**src/rtl/dac_pkg.sv**
```systemverilog
// Shared types and constants for the thermometer-code DAC receiver:
// FSM states, valid thermometer codes and the expected 8-sample frame.
package dac_pkg;

   localparam int unsigned CODE_W    = 4;
   localparam int unsigned LEVEL_W   = 3;
   localparam int unsigned PHASE_W   = 3;
   localparam int unsigned FRAME_LEN = 8;
   localparam int unsigned GOOD_W    = 4;
   localparam int unsigned MISS_W    = 3;
   localparam int unsigned ERR_W     = 8;

   typedef enum logic [1:0] {
      ST_HUNT   = 2'd0,
      ST_ALIGN  = 2'd1,
      ST_LOCKED = 2'd2
   } rx_state_e;

   localparam logic [CODE_W-1:0] CODE_0 = 4'b0000;
   localparam logic [CODE_W-1:0] CODE_1 = 4'b0001;
   localparam logic [CODE_W-1:0] CODE_2 = 4'b0011;
   localparam logic [CODE_W-1:0] CODE_3 = 4'b0111;
   localparam logic [CODE_W-1:0] CODE_4 = 4'b1111;

   // Expected code per frame phase 0..7
   localparam logic [CODE_W-1:0] EXP_CODE [FRAME_LEN] = '{
      CODE_0, CODE_1, CODE_2, CODE_3, CODE_4, CODE_0, CODE_0, CODE_0
   };

   localparam logic [ERR_W-1:0] ERR_MAX = 8'hFF;

endpackage

```
**src/rtl/thermo2bin.sv**
```systemverilog
// Combinational thermometer-to-binary decoder; any non-thermometer code
// decodes to level 0 with the bubble flag raised.
module thermo2bin
   import dac_pkg::*;
(
   input  logic [CODE_W-1:0]  code_i,
   output logic [LEVEL_W-1:0] level_c,
   output logic               bubble_c
);

   always_comb begin
      level_c  = '0;
      bubble_c = 1'b0;
      case (code_i)
         CODE_0:  level_c = 3'd0;
         CODE_1:  level_c = 3'd1;
         CODE_2:  level_c = 3'd2;
         CODE_3:  level_c = 3'd3;
         CODE_4:  level_c = 3'd4;
         default: bubble_c = 1'b1;
      endcase
   end

endmodule

```
**src/rtl/dac_thermo_rx.sv**
```systemverilog
// Thermometer-code DAC receiver: decodes samples, aligns to the 8-sample
// frame, tracks lock and counts mismatches. DAC_THERMO_RX_SYNC_EN adds a
// 2-flop input synchronizer ahead of the sample register.
module dac_thermo_rx
   import dac_pkg::*;
#(
   parameter int unsigned LOCK_FRAMES = 2,
   parameter int unsigned MISS_LIMIT  = 3
) (
   input  logic               dac_clk,
   input  logic               dac_rst_n,
   input  logic               en,
   input  logic [CODE_W-1:0]  b_in,
   input  logic               err_clr,
   output logic [LEVEL_W-1:0] level,
   output logic               level_vld,
   output logic               bubble_err,
   output logic               lock,
   output logic               frame_done,
   output logic [ERR_W-1:0]   err_cnt
);

   localparam logic [GOOD_W-1:0] LOCK_FRAMES_C = GOOD_W'(LOCK_FRAMES);
   localparam logic [MISS_W-1:0] MISS_LIMIT_C  = MISS_W'(MISS_LIMIT);

   logic [CODE_W-1:0] b_src;

`ifdef DAC_THERMO_RX_SYNC_EN
   logic [CODE_W-1:0] sync1_q, sync2_q;

   // Synchronizer stages freeze with en so the whole pipeline holds together
   always_ff @(posedge dac_clk or negedge dac_rst_n) begin
      if (!dac_rst_n) begin
         sync1_q <= '0;
         sync2_q <= '0;
      end else if (en) begin
         sync1_q <= b_in;
         sync2_q <= sync1_q;
      end
   end

   assign b_src = sync2_q;
`else
   assign b_src = b_in;
`endif

   rx_state_e          state_q, state_d;
   logic [PHASE_W-1:0] phase_q, phase_d;
   logic [GOOD_W-1:0]  good_q, good_d;
   logic [MISS_W-1:0]  miss_q, miss_d;
   logic               prev_zero_q, prev_zero_d;
   logic [CODE_W-1:0]  b_q, b_d;
   logic [LEVEL_W-1:0] level_q, level_d;
   logic               vld_q, vld_d;
   logic               bub_q, bub_d;
   logic               lock_q, lock_d;
   logic               fd_q, fd_d;
   logic [ERR_W-1:0]   err_q, err_d;

   logic [LEVEL_W-1:0] dec_level;
   logic               dec_bubble;
   logic [PHASE_W-1:0] phase_nxt;
   logic [GOOD_W-1:0]  good_inc;
   logic [MISS_W-1:0]  miss_inc;
   logic               mismatch;
   logic               wrap;

   thermo2bin u_thermo2bin (
      .code_i   (b_q),
      .level_c  (dec_level),
      .bubble_c (dec_bubble)
   );

   always_ff @(posedge dac_clk or negedge dac_rst_n) begin
      if (!dac_rst_n) begin
         state_q     <= ST_HUNT;
         phase_q     <= '0;
         good_q      <= '0;
         miss_q      <= '0;
         prev_zero_q <= 1'b0;
         b_q         <= '0;
         level_q     <= '0;
         vld_q       <= 1'b0;
         bub_q       <= 1'b0;
         lock_q      <= 1'b0;
         fd_q        <= 1'b0;
         err_q       <= '0;
      end else begin
         state_q     <= state_d;
         phase_q     <= phase_d;
         good_q      <= good_d;
         miss_q      <= miss_d;
         prev_zero_q <= prev_zero_d;
         b_q         <= b_d;
         level_q     <= level_d;
         vld_q       <= vld_d;
         bub_q       <= bub_d;
         lock_q      <= lock_d;
         fd_q        <= fd_d;
         err_q       <= err_d;
      end
   end

   // phase_q is the frame phase of the last accepted sample; b_q is judged
   // against the code one phase later.
   always_comb begin
      state_d     = state_q;
      phase_d     = phase_q;
      good_d      = good_q;
      miss_d      = miss_q;
      prev_zero_d = prev_zero_q;
      b_d         = b_q;
      level_d     = level_q;
      bub_d       = bub_q;
      vld_d       = 1'b0;
      fd_d        = 1'b0;
      err_d       = err_q;

      phase_nxt = phase_q + 3'd1;
      good_inc  = good_q + 4'd1;
      miss_inc  = miss_q + 3'd1;
      mismatch  = (b_q != EXP_CODE[phase_nxt]);
      wrap      = (phase_q == 3'd7);

      if (en) begin
         b_d         = b_src;
         level_d     = dec_level;
         bub_d       = dec_bubble;
         vld_d       = 1'b1;
         prev_zero_d = (b_q == CODE_0);

         case (state_q)
            ST_HUNT: begin
               if (b_q == CODE_1 && prev_zero_q) begin
                  state_d = ST_ALIGN;
                  phase_d = 3'd1;
                  good_d  = '0;
               end
            end
            ST_ALIGN: begin
               if (mismatch) begin
                  state_d = ST_HUNT;
                  good_d  = '0;
               end else begin
                  phase_d = phase_nxt;
                  if (wrap) begin
                     if (good_inc >= LOCK_FRAMES_C) begin
                        state_d = ST_LOCKED;
                        good_d  = '0;
                        miss_d  = '0;
                     end else begin
                        good_d = good_inc;
                     end
                  end
               end
            end
            ST_LOCKED: begin
               phase_d = phase_nxt;
               fd_d    = wrap;
               if (mismatch) begin
                  if (err_q != ERR_MAX) begin
                     err_d = err_q + 8'd1;
                  end
                  if (miss_inc >= MISS_LIMIT_C) begin
                     state_d = ST_HUNT;
                     miss_d  = '0;
                  end else begin
                     miss_d = miss_inc;
                  end
               end else begin
                  miss_d = '0;
               end
            end
            default: state_d = ST_HUNT;
         endcase
      end

      // Clear takes priority over a same-cycle increment
      if (err_clr) begin
         err_d = '0;
      end

      lock_d = (state_d == ST_LOCKED);
   end

   assign level      = level_q;
   assign level_vld  = vld_q;
   assign bubble_err = bub_q;
   assign lock       = lock_q;
   assign frame_done = fd_q;
   assign err_cnt    = err_q;

endmodule

```
**config.mk**
```make
export PLATFORM = sky130hd
export DESIGN_NAME = dac_thermo_rx
export DESIGN_NICKNAME = d
export VERILOG_FILES = /design/src/rtl/dac_pkg.sv /design/src/rtl/thermo2bin.sv /design/src/rtl/dac_thermo_rx.sv
export SDC_FILE = /design/constraint.sdc
export NUM_CORES = 1
export LEC_CHECK = 0
export CAP_MARGIN = 0
export CELL_PAD_IN_SITES_DETAIL_PLACEMENT = 1
export CELL_PAD_IN_SITES_GLOBAL_PLACEMENT = 1
export CORE_MARGIN = 2
export CORE_UTILIZATION = 45
export CTS_BUF_LIST = sky130_fd_sc_hd__clkbuf_8
export DETAILED_ROUTE_END_ITERATION = 8
export PLACE_DENSITY = 0.81
export SLEW_MARGIN = 20
export SYNTH_ARGS = -nofsm -noshare
export SYNTH_HDL_FRONTEND = slang
export SYNTH_SLANG_ARGS = --single-unit
```
**constraint.sdc**
```tcl
create_clock -name dac_clk -period 2.9 [get_ports dac_clk]
set_input_delay 0.29 -clock dac_clk [delete_from_list [all_inputs] [get_ports dac_clk]]
set_output_delay 0.29 -clock dac_clk [all_outputs]
set_load 0.02 [all_outputs]
```
==> results by group, run 1 <==
Place
  • Pre-CTS setup slack: 454.1 ps
  • DP HPWL: ~3200 um
  • Placed instance count: between 200 and 250
  • Final GP Congestion: 0.7701
  • Placed cell areas: between 2000 and 2500 um2
  • Port Buffers: 22

Synth
  • Seq/Total Area, Yosys: 0.4327
  • Seq cells post-synth: 32
  • Async SR Flop Fraction: 1.000
  • Syn nets: approximately 200
  • Mapped Area: around 1900 um2
  • Synth area leaders: dfrtp_1, ha_1, mux2_2
  • Primary FF master, synth: dfrtp_1
  • Cell variety after synth: 47
  • Mean area per synthesized cell: 10.45 um2
  • Synth Instances: about 180
  • Multiplexer share of the synthesized area: 0.06491
  • Simple-Gate Fraction of Synth Area: 0.1907
  • Post-synth EDFFs: 0
  • Leading area contributor after synthesis: dfrtp_1
  • Complex-gate fraction of the synthesized area: 0.1339
  • Largest family of logic cells by synthesized area: simple AND/OR/NAND/NOR gates
  • Synthesis Warnings: 0
  • Synth top area share: 0.4327
  • XOR/XNOR Fraction of Synth Area: 0.03786
  • Adder-cell share of the synthesized area: 0.09466

Worst setup path
  • R2r endpoint: err_cnt[4]
  • Reg2Reg Launch Point: phase_q[0]
  • R2r worst-path depth: 8
  • CP startpoint kind: register
  • R2r setup slk: just under 500 ps
  • Crit Path Category: register to register
  • Data required, critical path: approximately 3000 ps
  • Critical Path End Type: register
  • Maximum fanout along the worst path: 5
  • WP data arrival: around 2600 ps

Route
  • Vias: approximately 1400
  • Avg WL per Cell: 17.17 um
  • DRT antenna net count: 0
  • Drc violations: 0
  • WL final: between 4000 and 5000 um
  • Via density: 5.561
  • First-iteration detailed-routing DRC count: 28
  • First drt pass iteration count: 4

GRT
  • Largest net degree at the start of global routing: 33
  • Vias in the first global route: roughly 1500
  • First-pass GRT wire length: approximately 7000 um
  • Initial antenna violation count: 0
  • Grt total ovfl: 0
  • GR Util All Layers: 0.2137

STA
  • Final setup vio count: 0
  • Worst Tran Pin Value: ~490 ps
  • Final WS setup: roughly 480 ps
  • Setup TNS: 0 ps
  • Fin. max-slew vios: 0
  • Post-layout min period: between 2000 and 2500 ps
  • Final critical-path share of the clock period: 0.8343
  • FMAX: 413.3 MHz
  • Unrepaired setup endpoints after global routing: false
  • Final Hold Viols: 0
  • Worst Clk Skew: approximately 11 ps
  • Slew headroom: 0.6706
  • Hold_ws: a little under 400 ps

Clocking
  • Post_cts resized: 0
  • Worst-Skew Late Latency: roughly 300 ps
  • Clock sink count: 32
  • Total CTS buffers: 5
  • Htree depth: 2
  • Post-CTS setup buffers: 0
  • Clock Tree Buf Depth: 2
  • Reg clk slew, reported paths: roughly 70 ps
  • CTS tree: built
  • Root Buffer Master: clkbuf_8
  • CTS Hold Buffers Added: 0

Pwr
  • Part of the total power dissipated in the clock network: 0.306
  • Combinational Power Share: 0.249
  • Pwr dens: between 500 and 600 nW/um2
  • Register share of total power: 0.445
  • Static Leak: 0.9848 nW
  • Pwr Total: between 1 and 1.5 mW
  • Switching power total: just under 0.4 mW
  • Switching share of power: 0.3310
  • Int Power: ~0.8 mW
  • Worst vdd ir: approximately 0.33 mV

Finish
  • Syn-to-layout area delta: 20.01%
  • Final design utilization: 0.5592
  • Most common cell after layout, fill and taps aside: dfrtp_1
  • Diodes inserted: 0
  • Final net count: roughly 230
  • Design area: between 2000 and 2500 um2
  • Share of cells above drive strength 1: 0.1659
  • Final cell count without fillers: approximately 260
  • Most frequent cells in the layout: dfrtp_1, clkdlybuf4s50_1, ha_1

Floorplanning
  • Total core area: around 4000 um2
  • Starting Density: 0.4660
  • Die width: between 60 and 70 um
  • I/O pins: 23
  • Die height: a little under 70 um
  • Die area: between 4000 and 5000 um2
  • Row cnt: 23

Worst hold path
  • HP Class: input pin to async pin

Run status
  • Status: finished clean

Run
  • # Max-Cap Violations: 0
## state kept, by name, summed over array words and instances (netlist names), 2 cells and up
signal / flops
state_q: 2
good_q: 4
phase_q: 3
miss_q: 3
level: 3
b_q: 4
err_cnt: 8
## worst max-delay path, cell delays in order, from the launching register on
cell and delay [ps]:
dfrtp_1 430, ha_1 250, ha_1 340, nor2_1 70, and4_1 260, nor4b_1 290, buf_4 180, and3_1 170
mux2_2 330
## per-layer routing
metal,vias up,part of all wire,GRT usage
li1,682,-,-
met1,708,0.42,0.2427
met2,19,0.52,0.3629
met3,9,0.028,0.05757
met4,0,0.024,0.1175
met5,-,0,0
## logic make-up (layout without fill, tap and decap cells)
logic type | after synthesis | count (layout)
buf+inv | 19 | 47
xor+xnor | 8 | 8
flops | 32 | 32
simple gates | 62 | 62
mux | 11 | 11
compound gates | 31 | 31
fa+ha+maj | 14 | 14
## Yosys cell counts, types with 2 or more instances
master / n
dfrtp_1: 32
a31o_1: 2
mux2i_1: 3
a21o_1: 2
and4_1: 2
xnor2_1: 4
nor2_1: 10
or2_2: 2
and3_1: 4
a21oi_1: 4
xor2_1: 4
nand3_1: 3
mux2_2: 8
nor4_1: 4
nor2b_1: 3
o21ai_0: 6
a31o_2: 4
nand4_1: 5
inv_1: 12
a211oi_1: 2
nand2_1: 12
clkbuf_1: 2
ha_1: 14
nor4b_1: 2
nand2b_1: 4
or3_4: 2
and2_1: 5
## area by class of cell
cell class              count  area [um2]
inverters                  13       48.80
clock buffers               6       82.58
fillers                   432        1750
well taps                  50       62.56
flip-flops and latches     32       800.8
clock inverters             2       10.01
multi-input cells         126       965.9
repair buffers             26       250.2
## power by group through the flow
stage | logic [mW] | registers, mW | clock network (mW)
global route | 0.326 | 0.539 | 0.392
CTS | 0.302 | 0.532 | 0.376
global placement | 0.275 | 0.535 | 0
floorplan | 0.212 | 0.528 | 0
detailed placement | 0.296 | 0.540 | 0
finish | 0.297 | 0.532 | 0.366
## worst max-delay path by stage
stage,from,endpoint,slack [ps]
detailed placement,phase_q[0],err_cnt[4],450
global placement,phase_q[0],err_cnt[4],550
finish,phase_q[0],err_cnt[4],480
CTS,phase_q[0],err_cnt[4],460
global route,phase_q[0],err_cnt[4],360
floorplan,phase_q[0],err_cnt[4],470
Note: power is estimated with default switching activity, not from simulation.
==> inputs of run 2 (changes only) <==
Settings changed: CORE_UTILIZATION 45 to 41, PLACE_DENSITY 0.81 to 0.78.
Clock period 2.9 ns to 2.2 ns, I/O delays scaled along.
==> run 2 against run 1 <==
The run now ends with setup timing left. Clock skew hardly changed. Routed wire length is 7.4% higher. Maximum frequency is 9.9% higher.
==> results by group, run 2 (synthesis results as in run 1) <==
Worst setup path
  • Crit-path cells: ha_2 -> ha_4 -> nand2b_4 -> o32ai_4 -> buf_12 -> buf_6 -> nor4b_4 -> and3_1 -> mux2_4
  • WP data arrival: ~2400 ps
  • Crit Path Category: register to register
  • CP top delay family: simple AND/OR/NAND/NOR gates
  • CP peak stage delay: about 420 ps
  • Reg2Reg Launch Point: phase_q[0]
  • R2r worst-path depth: 9
  • R2r endpoint: err_cnt[4]
  • R2r setup slk: -1 ps
  • CP startpoint kind: register
  • Data required, critical path: 2380 ps
  • CP max stage cell: dfrtp_1
  • Maximum fanout along the worst path: 5
  • Critical Path End Type: register
  • Bufs and invs on worst path: 2

Pwr
  • Combinational Power Share: 0.301
  • Switching power total: approximately 0.57 mW
  • Int Power: about 1.3 mW
  • Worst vdd ir: between 0.6 and 0.7 mV
  • Pwr dens: approximately 760 nW/um2
  • Pwr Total: 1.893 mW
  • Static Leak: 1.102 nW
  • Switching share of power: 0.3027
  • Part of the total power dissipated in the clock network: 0.334
  • Register share of total power: 0.366

STA
  • Fin. max-slew vios: 0
  • Final Hold Viols: 0
  • Slew headroom: 0.7237
  • Worst Clk Skew: 11.02 ps
  • Final WS setup: -1.113 ps
  • Unrepaired setup endpoints after global routing: true
  • Post-layout min period: 2201 ps
  • FMAX: around 450 MHz
  • Final setup vio count: 1
  • Worst Tran Pin Value: around 410 ps
  • Final critical-path share of the clock period: 1.001

Clocking
  • CTS tree: built
  • Reg clk slew, reported paths: around 70 ps
  • Root Buffer Master: clkbuf_8
  • Worst-Skew Late Latency: about 290 ps
  • Clock Tree Buf Depth: 2
  • Clock sink count: 32
  • CTS Hold Buffers Added: 0
  • Total CTS buffers: 5
  • Htree depth: 2

Finish
  • Share of cells above drive strength 1: 0.2646
  • Most common cell after layout, fill and taps aside: dfrtp_1
  • Diodes inserted: 0
  • Final design utilization: 0.5718
  • Most frequent cells in the layout: dfrtp_1, clkdlybuf4s50_1, buf_4
  • Final net count: 244
  • Syn-to-layout area delta: 34.55%
  • Largest register FFs: 8
  • Design area: ~2500 um2

Route
  • Vias: about 1500
  • DRT antenna net count: 0
  • Avg WL per Cell: between 15 and 20 um
  • Via density: 5.407
  • First drt pass iteration count: 4
  • Drc violations: 0
  • WL final: between 4000 and 5000 um
  • First-iteration detailed-routing DRC count: between 50 and 60

Run
  • # Max-Cap Violations: 0

Place
  • Final GP Congestion: roughly 0.83
  • Pre-CTS setup slack: -152.0 ps
  • Placed cell areas: roughly 2200 um2
  • Port Buffers: 22
  • DP HPWL: approximately 3300 um

Floorplanning
  • I/O pins: 23
  • Die area: between 5000 and 6000 um2
  • Starting Density: 0.4250
  • Die height: 71.18 um
  • Die width: about 70 um
  • Total core area: approximately 4400 um2
  • Row cnt: 24

Worst hold path
  • HP Class: input pin to async pin

GRT
  • Initial antenna violation count: 0
  • Grt total ovfl: 0
  • Vias in the first global route: between 1500 and 2000
  • GR Util All Layers: 0.1995
  • Largest net degree at the start of global routing: 33
  • First-pass GRT wire length: approximately 8000 um

Run status
  • Violated checks: setup timing
  • Status: finished, violations left
run 2: cell type report:
| class | instances | area, um2 |
|---|---|---|
| clock buffer | 7 | 96.34 |
| clock inverter | 1 | 30.03 |
| fill | 473 | 1864 |
| inverter | 13 | 48.80 |
| multi-input combinational | 126 | 1040 |
| sequential | 32 | 800.8 |
| tap | 52 | 65.06 |
| timing repair buffer | 44 | 409.1 |
run 2: per-layer routing:
layer  part of all wire  track usage  up-vias
li1                   -            -      718
met1               0.43       0.2545      739
met2               0.52       0.3374       23
met3              0.036      0.05556        7
met4              0.013      0.04403        0
met5                  0            0        -
run 2: worst max path at each step:
stage,startpoint,cells after the start,slack (ps),end
2_1_floorplan,phase_q[0],7,-40,good_q[0]
3_3_place_gp,phase_q[0],7,-30,good_q[0]
3_5_place_dp,phase_q[0],7,-150,miss_q[1]
4_1_cts,phase_q[0],7,4,good_q[0]
5_1_grt,phase_q[0],9,-70,err_cnt[4]
6_report,phase_q[0],9,-1,err_cnt[4]
run 2: what timing repair did:
action,4_1_cts,5_1_grt
setup endpoints to repair,16,17
pin swaps,3,6
resized for setup,3,13
setup buffers,3,2
endpoints found under the hold margin,0,0
run 2: power groups by stage:
stage	sequential [mW]	combinational [mW]	clock, mW
floorplan	0.696	0.283	0
global placement	0.691	0.436	0
detailed placement	0.699	0.463	0
CTS	0.690	0.508	0.637
global route	0.700	0.628	0.670
finish	0.692	0.569	0.632
run 2: stage by stage:
step                      setup TNS, ps  instances  hold WS, ps
final                            -1.113        275        324.4
after global routing             -151.7        275        354.7
after CTS                             0        273        352.3
after detailed placement          -1268        262        496.0
after global placement           -113.6        262        474.9
after floorplan                  -106.4        177       -75.59
